<file path="src/rtl/aes128_req_scheduler.sv">
// aes128_req_scheduler
// Shares one pipelined AES-128 core between NREQ requesters. Blocks are granted
// round-robin, registered onto the core inputs, and tracked by a tag pipeline
// that matches the core latency so each result leaves tagged with its requester.
// Build option: define AES_SCHED_FIXED_PRIO_EN for fixed priority (lowest index
// wins, no rotating pointer); leave it undefined for round-robin arbitration.
module aes128_req_scheduler #(
    parameter int NREQ    = 4,
    parameter int LATENCY = 21
) (
    input  logic                    clk,
    input  logic                    rst,
    input  logic                    en,
    input  logic                    drain,
    input  logic [NREQ-1:0]         req_valid,
    input  logic [NREQ*128-1:0]     req_data,
    output logic [NREQ-1:0]         req_ready,
    input  logic [127:0]            key,
    output logic [127:0]            core_plaintext,
    output logic [127:0]            core_key,
    input  logic [127:0]            core_ciphertext,
    output logic                    out_valid,
    output logic [$clog2(NREQ)-1:0] out_id,
    output logic [127:0]            out_data,
    output logic                    busy,
    output logic                    drained
);
    localparam int IDW  = $clog2(NREQ);
    localparam int CNTW = $clog2(LATENCY + 1);

    typedef enum logic [1:0] {S_IDLE, S_RUN, S_DRAIN} state_t;

    state_t          state_q, state_d;
    logic [IDW-1:0]  start_idx;
    logic [IDW-1:0]  arb_idx;
    logic [IDW-1:0]  gnt_idx;
    logic            gnt_any;
    logic            accept;
    logic [127:0]    sel_data;
    logic [127:0]    pt_q, key_q;
    logic            core_vld_q;
    logic [IDW-1:0]  core_id_q;
    logic            tag_vld_q [LATENCY];
    logic [IDW-1:0]  tag_id_q  [LATENCY];
    logic [CNTW-1:0] cnt_q, cnt_d;

`ifndef AES_SCHED_FIXED_PRIO_EN
    logic [IDW-1:0]  ptr_q, ptr_d;

    assign start_idx = ptr_q;

    // Next search start is one past the requester that just transferred
    always_comb begin
        ptr_d = ptr_q;
        if (accept) begin
            ptr_d = (gnt_idx == IDW'(NREQ - 1)) ? '0 : gnt_idx + IDW'(1);
        end
    end

    // Round-robin pointer register
    always_ff @(posedge clk or posedge rst) begin
        if (rst) begin
            ptr_q <= '0;
        end else begin
            ptr_q <= ptr_d;
        end
    end
`else
    assign start_idx = '0;
`endif

    // Pick the first valid requester scanning upward from the start index
    always_comb begin
        gnt_any = 1'b0;
        gnt_idx = '0;
        arb_idx = '0;
        for (int k = 0; k < NREQ; k++) begin
            arb_idx = IDW'((int'(start_idx) + k) % NREQ);
            if (!gnt_any && req_valid[arb_idx]) begin
                gnt_any = 1'b1;
                gnt_idx = arb_idx;
            end
        end
    end

    // Grant only in RUN; a drain request in the same cycle suppresses acceptance
    always_comb begin
        req_ready = '0;
        if (state_q == S_RUN && !drain && gnt_any) begin
            req_ready[gnt_idx] = 1'b1;
        end
    end

    // Grants go only to valid requesters, so any grant is a transfer
    assign accept = |req_ready;

    // Steer the granted requester's block toward the core input register
    always_comb begin
        sel_data = '0;
        for (int i = 0; i < NREQ; i++) begin
            if (req_ready[i]) begin
                sel_data = req_data[i*128 +: 128];
            end
        end
    end

    // Blocks sitting in the core: counted from presentation until retirement
    assign cnt_d = cnt_q + CNTW'(core_vld_q) - CNTW'(out_valid);

    // FSM next state; drained fires in the cycle the last in-flight result leaves
    always_comb begin
        state_d = state_q;
        drained = 1'b0;
        case (state_q)
            S_IDLE:  if (en) state_d = S_RUN;
            S_RUN:   if (drain) state_d = S_DRAIN;
            S_DRAIN: begin
                if (!core_vld_q && cnt_d == '0) begin
                    state_d = S_IDLE;
                    drained = 1'b1;
                end
            end
            default: state_d = S_IDLE;
        endcase
    end

    // Control state: FSM, core-stage tag and in-flight count
    always_ff @(posedge clk or posedge rst) begin
        if (rst) begin
            state_q    <= S_IDLE;
            core_vld_q <= 1'b0;
            core_id_q  <= '0;
            cnt_q      <= '0;
        end else begin
            state_q    <= state_d;
            core_vld_q <= accept;
            if (accept) begin
                core_id_q <= gnt_idx;
            end
            cnt_q      <= cnt_d;
        end
    end

    // Core input registers load only on an accepted transfer and hold otherwise
    always_ff @(posedge clk or posedge rst) begin
        if (rst) begin
            pt_q  <= '0;
            key_q <= '0;
        end else if (accept) begin
            pt_q  <= sel_data;
            key_q <= key;
        end
    end

    // Tag pipeline trailing the core input stage by exactly the core latency
    always_ff @(posedge clk or posedge rst) begin
        if (rst) begin
            for (int i = 0; i < LATENCY; i++) begin
                tag_vld_q[i] <= 1'b0;
                tag_id_q[i]  <= '0;
            end
        end else begin
            tag_vld_q[0] <= core_vld_q;
            tag_id_q[0]  <= core_id_q;
            for (int i = 1; i < LATENCY; i++) begin
                tag_vld_q[i] <= tag_vld_q[i-1];
                tag_id_q[i]  <= tag_id_q[i-1];
            end
        end
    end

    assign core_plaintext = pt_q;
    assign core_key       = key_q;
    assign out_valid      = tag_vld_q[LATENCY-1];
    assign out_id         = tag_id_q[LATENCY-1];
    // Gate the raw core output so stale pipeline contents never appear as data
    assign out_data       = out_valid ? core_ciphertext : '0;
    // A freshly accepted block is in flight while in the core input register too
    assign busy           = (cnt_q != '0) | core_vld_q;

endmodule
</file>
<file path="config.mk">
export PLATFORM = sky130hd
export DESIGN_NAME = aes128_req_scheduler
export DESIGN_NICKNAME = d
export VERILOG_FILES = /design/src/rtl/aes128_req_scheduler.sv
export SDC_FILE = /design/constraint.sdc
export NUM_CORES = 1
export LEC_CHECK = 0
export ABC_CLOCK_PERIOD_IN_PS = 15600
export CORE_AREA = 2 2 452 454
export CTS_CLUSTER_DIAMETER = 40
export DETAILED_ROUTE_END_ITERATION = 6
export DIE_AREA = 0 0 454 456
export HOLD_SLACK_MARGIN = 0.06
export PLACE_DENSITY = 0.3
export SYNTH_ARGS = -nofsm -noshare
export SYNTH_HDL_FRONTEND = slang
export SYNTH_SLANG_ARGS = --single-unit
</file>
<file path="constraint.sdc">
create_clock -name clk -period 15.6 [get_ports clk]
set_input_delay 3.12 -clock clk [delete_from_list [all_inputs] [get_ports clk]]
set_output_delay 3.12 -clock clk [all_outputs]
set_load 0.005 [all_outputs]
</file>
==> results of run 1 <==
-- path summary, 6_finish.rpt --
kind	start	end	slack, ns	cells past startpoint
worst max-delay path	req_valid[1]	req_ready[2]	6.30	9
worst min-delay path	tag_id_q[36]	tag_id_q[34]	0.32	0
worst max register to register	ptr_q[1]	core_key[19]	10.83	11
worst min register to register	tag_id_q[36]	tag_id_q[34]	0.32	0
max in group asynchronous	rst	core_key[7]	9.82	5
min in group asynchronous	rst	core_key[81]	2.86	2
-- synth_stat cells (18+ instances only) --
cell | count | area, sq um
nand2_1 | 132 | 495
o2bb2ai_1 | 128 | 1120
buf_2 | 33 | 165
o21ai_0 | 129 | 646
mux2_1 | 45 | 507
clkbuf_1 | 104 | 390
inv_1 | 18 | 67.6
a21oi_1 | 135 | 676
mux2_2 | 85 | 957
o21a_1 | 128 | 961
and2_1 | 130 | 813
a22oi_1 | 128 | 961
dfrtp_1 | 331 | 8280
-- kinds of logic after synthesis --
family                     count (synthesis)
buffers and inverters                    176
muxes                                    131
DFF                                      331
AOI/OAI and AO/OA                        654
adders and majority gates                 11
and+or+nand+nor                          285
xor gates and xnor gates                   3
-- critical path, cell delays in order --
cell and delay (ns):
clkdlybuf4s50_1 0.48, nor2_1 0.17, a21oi_1 0.07, o221a_2 0.37, inv_1 0.20, ha_4 0.43, inv_6 0.24, nor2_1 0.43
clkdlybuf4s50_1 0.62
-- through the flow --
step                      total power [uW]  std cells
after floorplan                       2640       1591
after global placement                4520       5304
after detailed placement              4500       5304
after CTS                             6920       5506
after global routing                  7140       5509
final                                 6720       5513
-- power by group through the flow --
stage / logic (uW) / registers, uW / clock network (uW)
final: 2910 / 1490 / 2320
after global routing: 3150 / 1540 / 2440
after CTS: 3020 / 1500 / 2400
after detailed placement: 3000 / 1500 / 0
after global placement: 3020 / 1500 / 0
after floorplan: 1170 / 1470 / 0
-- layer usage --
layer | vias up | global-route usage
li1 | 8148 | -
met5 | - | 0
met4 | 58 | 0.0276
met2 | 777 | 0.263
met3 | 271 | 0.0563
met1 | 9158 | 0.163
-- sequential cells by signal, summed over array words and instances, names as in the netlist, 2 cells and up --
register        flops
tag_id_q           40
out_id              2
ptr_q               2
core_plaintext    128
core_key          128
state_q             2
cnt_q               5
core_id_q           2
tag_vld_q          20
-- layout make-up --
cell class                      count  area, sq um  area share
Tap cell                         2672         3340      0.0953
Clock inverter                     82         1030      0.0293
Multi-Input combinational cell   1084         7570       0.216
Antenna cell                        7         17.5    0.000499
Inverter                           19         93.8     0.00267
Timing Repair Buffer             1198        11900       0.340
Clock buffer                      120         2830      0.0805
Sequential cell                   331         8290       0.236
==> results.md, run 1 <==
* Status: finished, final reports clean
* Area growth from synthesis to layout at 112%
* CTS Buf Count at 107
* Clock tree root driver cell: clkbuf_16
* Fill count at 22441
* Worst-path clk slew at 0.05 ns
* Final Hold Fails at 0
* Postcts setup bufs at 0
* Final WS setup at 6.30 ns
* Starting DRT DRC Count at 1057
* WL met2 at 80.3 mm
* Commonest non-fill, non-tap cell in the layout: clkdlybuf4s50_1
* Vias at 18412
* Net Sw Power at 2520 uW
* Leakage at 0.0131 uW
* Peak Freq at 108 MHz
* Hpwl dp at 127 mm
* Hold WC Path Type: reg -> reg
* Ys async rst share at 1.00
* Detail Route Antenna Nets at 0
* Largest net degree at the start of global routing at 129
* Synth Area in XOR/XNOR at 0.00159
* First-pass GRT wire length at 201 mm
* Post-Synthesis Cells at 1591
* TritonCTS clock tree: done
* Pre-Repair DR Iteration Count at 7
* H-tree Lvls at 3
* Max cap viols at 0
* RSZ-0062 raised after global routing: no
* Via-per-instance ratio at 3.34
* Worst-skew pair later-pin latency at 0.73 ns
* Gr ovfl total at 0
* Worst VDD drop at 127 uV
* Reg power frac at 0.221
* Worst setup SP type: input pin
* Top Ports at 1169
* Setup CP Type: in -> out
* Routed len/inst at 28.4 microns
* #FFs+latches synth at 331
* Pre-CTS WS at 6.25 ns
* Die width at 454 microns
* Post-synth EDFFs at 0
* Nets at 3528
* DRC at 0
* Warnings from Yosys at 0
* Die Ht at 456 microns
* Clock Sinks at 331
* Largest family of logic cells by synthesized area: compound AO/OA/AOI/OAI gates
* Clock Path Buffers at 3
* Synth Area in Adders at 0.00878
* # resized after CTS at 0
* GPL Wtd Cong at 0.817
* Top layer in use: met5
* Power per cell area at 191 mW/mm^2
* Slew Limit Headroom at 0.204
* Int Pwr at 4200 uW
* Core area at 0.202 sq mm
* Compound-cell area share of the yosys netlist at 0.267
* Initial antenna violation count at 90
* Core Rows at 165
* CTS Hold Bufs at 0
* Most frequent cells in the layout: 1168 x clkdlybuf4s50_1, 330 x dfrtp_1, 135 x a21oi_1
* CP Capture Type: output pin
* Predominant post-synthesis flop cell: dfrtp_1
* Routed wl met3 at 13.0 mm
* Crit-path max FO at 35
* Placed instance area at 0.0312 sq mm
* Final instance area at 0.0351 sq mm
* Mapped Area at 0.0165 sq mm
* Synth Area per Inst at 10.4 sq um
* Setup-failing EPs final at 0
* Min Hold Slack at 0.317 ns
* IO buf count at 1168
* Clock share of power at 0.345
* Slew @ Worst Pin at 1.18 ns
* Setup_tns at 0 ns
* Combinational power share at 0.433
* Mapped Nets at 2378
* DRT Wirelength at 157 mm
* Multiplexer share of the synthesized area at 0.0891
* Req. time, crit path at 12.48 ns
* Pins over their slew limit at 0
* Metal-1 WL at 60.1 mm
* Distinct cells, synth at 39
* Sequential share of the synthesized area at 0.501
* Sw Share at 0.375
* Gr usage total at 0.147
* CP Data Arrival Time at 6.18 ns
* Skew final at 0.0622 ns
* Post-layout min period at 9.30 ns
* Fin crit share at 0.596
* Simple-Gate Fraction of Synth Area at 0.0869
* Initial Util at 0.0820
* Area of the die at 0.207 sq mm
* Vias in the first global route at 19387
* Final core occ at 0.174
* Share of cells above drive strength 1 at 0.116
(Power assumes the default switching activity.)
==> run 2, diff against run 1 <==
- ABC_CLOCK_PERIOD_IN_PS: 15600 -> 8400
- clock period: 15.6 -> 8.4 ns (I/O delays scaled with it)
==> results.md, run 2 (synthesis gave the netlist of run 1 again) <==
* Status: finished, final reports clean (unchanged)
* Final instance area at 0.0355 sq mm (was 0.0351 sq mm)
* Gr ovfl total at 0 (unchanged)
* # resized after CTS at 0 (unchanged)
* Via-per-instance ratio at 3.33 (was 3.34)
* Worst VDD drop at 173 uV (was 127 uV)
* Post-layout min period at 6.65 ns
* Postcts setup bufs at 0 (unchanged)
* Reg2reg end: core_key[57] (was core_key[19])
* Worst setup SP type: input pin (unchanged)
* Skew final at 0.0770 ns (was 0.0622 ns)
* Initial Util at 0.0820 (unchanged)
* Clock Path Buffers at 3 (unchanged)
* CTS Hold Bufs at 0 (unchanged)
* Hpwl dp at 124 mm (was 127 mm)
* CP Data Arrival Time at 4.97 ns (was 6.18 ns)
* Req. time, crit path at 6.72 ns (was 12.48 ns)
* Fin crit share at 0.792
* Leakage at 0.0132 uW (was 0.0131 uW)
* Die width at 454 microns (unchanged)
* Top Ports at 1169 (unchanged)
* Area of the die at 0.207 sq mm (unchanged)
* Area growth from synthesis to layout at 114% (was 112%)
* GPL Wtd Cong at 0.823 (was 0.817)
* Nets at 3534 (was 3528)
* Slack of the worst reg-to-reg path at 4.41 ns (was 10.83 ns)
* CTS Buf Count at 112 (was 107)
* Placed instance area at 0.0313 sq mm (was 0.0312 sq mm)
* Vias at 18414 (was 18412)
* Pins over their slew limit at 0 (unchanged)
* Reg power frac at 0.220 (was 0.221)
* Hold WC Path Type: reg -> reg (unchanged)
* Clock Sinks at 331 (unchanged)
* DRT Wirelength at 156 mm (was 157 mm)
* Share of cells above drive strength 1 at 0.114 (was 0.116)
* Min-Delay Endpoint: tag_id_q[40] (was tag_id_q[34])
* Worst-skew pair later-pin latency at 0.76 ns (was 0.73 ns)
* Register-to-Register Path Depth at 10 (was 11)
* Commonest non-fill, non-tap cell in the layout: clkdlybuf4s50_1 (unchanged)
* H-tree Lvls at 3 (unchanged)
* Largest net degree at the start of global routing at 131 (was 129)
* RSZ-0062 raised after global routing: no (unchanged)
* Final Hold Fails at 0 (unchanged)
* Peak Freq at 150 MHz
* Sw Share at 0.364 (was 0.375)
* TritonCTS clock tree: done (unchanged)
* Slew Limit Headroom at 0.198 (was 0.204)
* First-pass GRT wire length at 200 mm (was 201 mm)
* IO buf count at 1168 (unchanged)
* Initial antenna violation count at 86 (was 90)
* CP Capture Type: output pin (unchanged)
* Setup CP Type: in -> out (unchanged)
* Pre-Repair DR Iteration Count at 5 (was 7)
* Die Ht at 456 microns (unchanged)
* Starting DRT DRC Count at 1011 (was 1057)
* Crit-path max FO at 59 (was 35)
* Clock tree root driver cell: clkbuf_16 (unchanged)
* Critical R2R Launch: ptr_q[1] (unchanged)
* Setup_tns at 0 ns (unchanged)
* Detail Route Antenna Nets at 0 (unchanged)
* Combinational power share at 0.423 (was 0.433)
* Hold Path Cell Cnt at 0 (unchanged)
* Worst-path clk slew at 0.04 ns (was 0.05 ns)
* Fill count at 22405 (was 22441)
* Slew @ Worst Pin at 1.20 ns (was 1.18 ns)
* Core area at 0.202 sq mm (unchanged)
* Hold Startpoint: core_id_q[0] (was tag_id_q[36])
* Int Pwr at 8140 uW (was 4200 uW)
* Gr usage total at 0.145 (was 0.147)
* Core Rows at 165 (unchanged)
* DRC at 0 (unchanged)
* Clock share of power at 0.357 (was 0.345)
* Setup-failing EPs final at 0 (unchanged)
* Power per cell area at 361 mW/mm^2 (was 191 mW/mm^2)
* Routed len/inst at 28.2 microns (was 28.4 microns)
* Vias in the first global route at 19358 (was 19387)
* Net Sw Power at 4650 uW (was 2520 uW)
* Max cap viols at 0 (unchanged)
* Most frequent cells in the layout: 1168 x clkdlybuf4s50_1, 330 x dfrtp_1, 135 x a21oi_1 (unchanged)
==> run 2: cell count changes in the layout (fill, tap and decap cells not counted), moves of 6 or more <==
cell      before  now
clkinv_2      31   18
diode_2        7   13
clkbuf_1       3   16
clkbuf_8      10   30
clkinv_4       9    0
inv_6         16    3
==> run 2: critical path: stages <==
cell and delay [ns]:
clkdlybuf4s50_1 0.50, nor2_1 0.15, a21oi_1 0.05, o221a_2 0.35, inv_1 0.19, ha_4 0.53, inv_6 0.39, nor2_1 0.41
clkdlybuf4s50_1 0.64
==> run 2: final cells by class <==
type / count / area [sq um] / area share
Antenna cell: 13 / 32.5 / 0.000917
Clock buffer: 158 / 3280 / 0.0924
Clock inverter: 50 / 857 / 0.0242
Inverter: 19 / 90.1 / 0.00254
Multi-Input combinational cell: 1084 / 7570 / 0.214
Sequential cell: 331 / 8290 / 0.234
Tap cell: 2672 / 3340 / 0.0943
Timing Repair Buffer: 1199 / 12000 / 0.338
==> run 2: worst max-delay path by stage <==
stage / from / to / cells after the start
5_1_grt: req_valid[1] / req_ready[2] / 9
2_1_floorplan: rst / cnt_q[0] / 1
6_report: req_valid[1] / req_ready[2] / 9
4_1_cts: req_valid[0] / req_ready[2] / 8
3_3_place_gp: req_valid[1] / req_ready[2] / 9
3_5_place_dp: req_valid[0] / req_ready[2] / 8
==> run 2: power by group through the flow <==
stage / combinational, uW / clock, uW / sequential [uW]
4_1_cts: 5620 / 4720 / 2830
6_report: 5410 / 4570 / 2810
2_1_floorplan: 2170 / 0 / 2730
5_1_grt: 5860 / 4800 / 2920
3_5_place_dp: 5590 / 0 / 2830
3_3_place_gp: 5610 / 0 / 2840
==> run 2: metrics by stage <==
step | utilization | power (uW) | instances | worst slack (ns) | hold WS [ns]
global placement | 0.155 | 8450 | 5305 | 1.48 | 0.332
CTS | 0.176 | 13200 | 5513 | 1.56 | 0.339
global route | 0.176 | 13600 | 5518 | 1.55 | 0.347
finish | 0.176 | 12800 | 5526 | 1.75 | 0.331
detailed placement | 0.155 | 8420 | 5305 | 1.58 | 0.335
floorplan | - | 4900 | 1591 | 2.30 | 0.331
==> run 2: layer usage <==
layer,global-route usage,vias up,share of wire
met5,0,-,0.0024
li1,-,8148,-
met4,0.0340,60,0.022
met2,0.255,807,0.50
met3,0.0557,270,0.083
met1,0.165,9129,0.39
==> run 3, diff against run 2 <==
- ABC_CLOCK_PERIOD_IN_PS: 8400 -> 5900
- clock period: 8.4 -> 5.9 ns (I/O delays scaled with it)
==> results.md, run 3 (synthesis gave the netlist of run 1 again) <==
* TritonCTS clock tree: done (unchanged)
* Req. time, crit path at 4.72 ns (was 6.72 ns)
* Most frequent cells in the layout: 1168 x clkdlybuf4s50_1, 330 x dfrtp_1, 135 x a21oi_1 (unchanged)
* DRT Wirelength at 154 mm (was 156 mm)
* # resized after CTS at 0 (unchanged)
* DRC at 0 (unchanged)
* Worst setup SP type: register (was input pin)
* IO buf count at 1168 (unchanged)
* Area of the die at 0.207 sq mm (unchanged)
* CP Capture Type: output pin (unchanged)
* Status: finished, final reports clean (unchanged)
* Worst setup path endpoint: drained (was req_ready[2])
* Peak Freq at 203 MHz
* Critical R2R Launch: ptr_q[1] (unchanged)
* Commonest non-fill, non-tap cell in the layout: clkdlybuf4s50_1 (unchanged)
* Routed len/inst at 27.9 microns (was 28.2 microns)
* Final Hold Fails at 0 (unchanged)
* CP Data Arrival Time at 3.73 ns (was 4.97 ns)
* Slew Limit Headroom at 0.145 (was 0.198)
* Worst-skew pair later-pin latency at 0.77 ns (was 0.76 ns)
* Setup CP Type: reg -> out (was in -> out)
* Worst path most repeated cell: inv_1
* Crit-path max FO at 2 (was 59)
* Postcts setup bufs at 0 (unchanged)
* Initial antenna violation count at 83 (was 86)
* Worst VDD drop at 298 uV (was 173 uV)
* Skew final at 0.0796 ns (was 0.0770 ns)
* Gr usage total at 0.144 (was 0.145)
* Fill count at 22300 (was 22405)
* Hold WC Path Type: reg -> reg (unchanged)
* Register-to-Register Path Depth at 9 (was 10)
* Pins over their slew limit at 0 (unchanged)
* CTS Buf Count at 108 (was 112)
* Slew @ Worst Pin at 1.27 ns (was 1.20 ns)
* Clock Sinks at 331 (unchanged)
* Area growth from synthesis to layout at 114% (about the same)
* Initial Util at 0.0820 (unchanged)
* Power per cell area at 509 mW/mm^2 (was 361 mW/mm^2)
* Share of cells above drive strength 1 at 0.115 (was 0.114)
* Slowest cell on the critical path: clkdlybuf4s50_1 (unchanged)
* Fin crit share at 0.833
* GPL Wtd Cong at 0.822 (was 0.823)
* Core area at 0.202 sq mm (unchanged)
* Top Ports at 1169 (unchanged)
* Largest net degree at the start of global routing at 130 (was 131)
* Vias in the first global route at 19630 (was 19358)
* Via-per-instance ratio at 3.31 (was 3.33)
* Max cap viols at 0 (unchanged)
* Worst path max stage delay at 0.62 ns (was 0.64 ns)
* Setup_tns at 0 ns (unchanged)
* Hpwl dp at 124 mm (about the same)
* CTS Hold Bufs at 0 (unchanged)
* Pre-Repair DR Iteration Count at 6 (was 5)
* First-pass GRT wire length at 198 mm (was 200 mm)
* H-tree Lvls at 3 (unchanged)
* Clock Path Buffers at 3 (unchanged)
* Detail Route Antenna Nets at 0 (unchanged)
* Post-layout min period at 4.91 ns
* Slack of the worst reg-to-reg path at 2.36 ns (was 4.41 ns)
* Worst-path clk slew at 0.04 ns (about the same)
* Starting DRT DRC Count at 1015 (was 1011)
* Core Rows at 165 (unchanged)
* Gr ovfl total at 0 (unchanged)
* Clock tree root driver cell: clkbuf_16 (unchanged)
* Die width at 454 microns (unchanged)
* Crit-path cells: ha_1 > inv_1 > ha_1 > inv_1 > fa_1 > inv_1 > or4_1 > nor4_1 > clkdlybuf4s50_1 (was clkdlybuf4s50_1 > nor2_1 > a21oi_1 > o221a_2 > inv_1 > ha_4 > inv_6 > nor2_1 > clkdlybuf4s50_1)
* RSZ-0062 raised after global routing: no (unchanged)
* Leakage at 0.0132 uW (about the same)
* Pwr Total at 18000 uW (was 12800 uW)
* Vias at 18311 (was 18414)
* Nets at 3542 (was 3534)
* Die Ht at 456 microns (unchanged)
* Setup-failing EPs final at 0 (unchanged)
* Reg2reg end: core_plaintext[124] (was core_key[57])
* Critical path startpoint: out_valid (was req_valid[1])
run 3: cell types whose count changed in the layout (fill, tap and decap cells not counted), sizes merged:
cell      change
diode         -3
clkinv        +5
clkinvlp      +6
clkbuf       -17
buf          +12
run 3: critical path: cells and delay by family, from the launching register on:
kind	cells	cell delay, ns
buf+inv	4	0.78
flops	1	0.47
simple gates	2	0.86
fa+ha+maj	3	0.93
run 3: power by group:
group / internal (uW) / switching, uW / total [uW]
sequential: 3330 / 613 / 3940
clock: 4300 / 1950 / 6250
combinational: 3740 / 4080 / 7820
run 3: worst min path at each step:
stage / from / to / slack [ns] / depth (start not counted)
5_1_grt: core_id_q[0] / tag_id_q[40] / 0.34 / 0
3_3_place_gp: tag_vld_q[17] / tag_vld_q[16] / 0.33 / 0
3_5_place_dp: tag_id_q[3] / out_id[1] / 0.33 / 0
6_report: core_id_q[0] / tag_id_q[40] / 0.32 / 0
2_1_floorplan: tag_id_q[2] / out_id[0] / 0.33 / 0
4_1_cts: core_id_q[0] / tag_id_q[40] / 0.32 / 0
run 3: routing by layer:
| layer | global-route usage | vias to the layer above | wire length [microns] |
|---|---|---|---|
| li1 | - | 8173 | - |
| met4 | 0.0289 | 56 | 3070 |
| met2 | 0.258 | 734 | 78700 |
| met3 | 0.0564 | 256 | 13200 |
| met1 | 0.160 | 9092 | 58800 |
| met5 | 0 | - | 348 |
run 3: cell type report:
type	count	area [sq um]	share of cell area
Clock inverter	61	952	0.0269
Tap cell	2672	3340	0.0944
Sequential cell	331	8290	0.234
Multi-Input combinational cell	1084	7570	0.214
Clock buffer	141	3000	0.0846
Inverter	19	90.1	0.00254
Timing Repair Buffer	1211	12100	0.343
Antenna cell	10	25.0	0.000707
run 3: metrics by stage:
| stage | setup WS [ns] | area, sq um | cells | hold slack [ns] | utilization |
|---|---|---|---|---|---|
| 3_3_place_gp | 1.14 | 31400 | 5317 | 0.333 | 0.156 |
| 3_5_place_dp | 1.19 | 31400 | 5317 | 0.335 | 0.156 |
| 6_report | 0.985 | 35400 | 5529 | 0.321 | 0.176 |
| 4_1_cts | 0.793 | 35400 | 5519 | 0.324 | 0.175 |
| 5_1_grt | 0.726 | 35400 | 5524 | 0.338 | 0.175 |
| 2_1_floorplan | 0.299 | 16500 | 1591 | 0.331 | - |
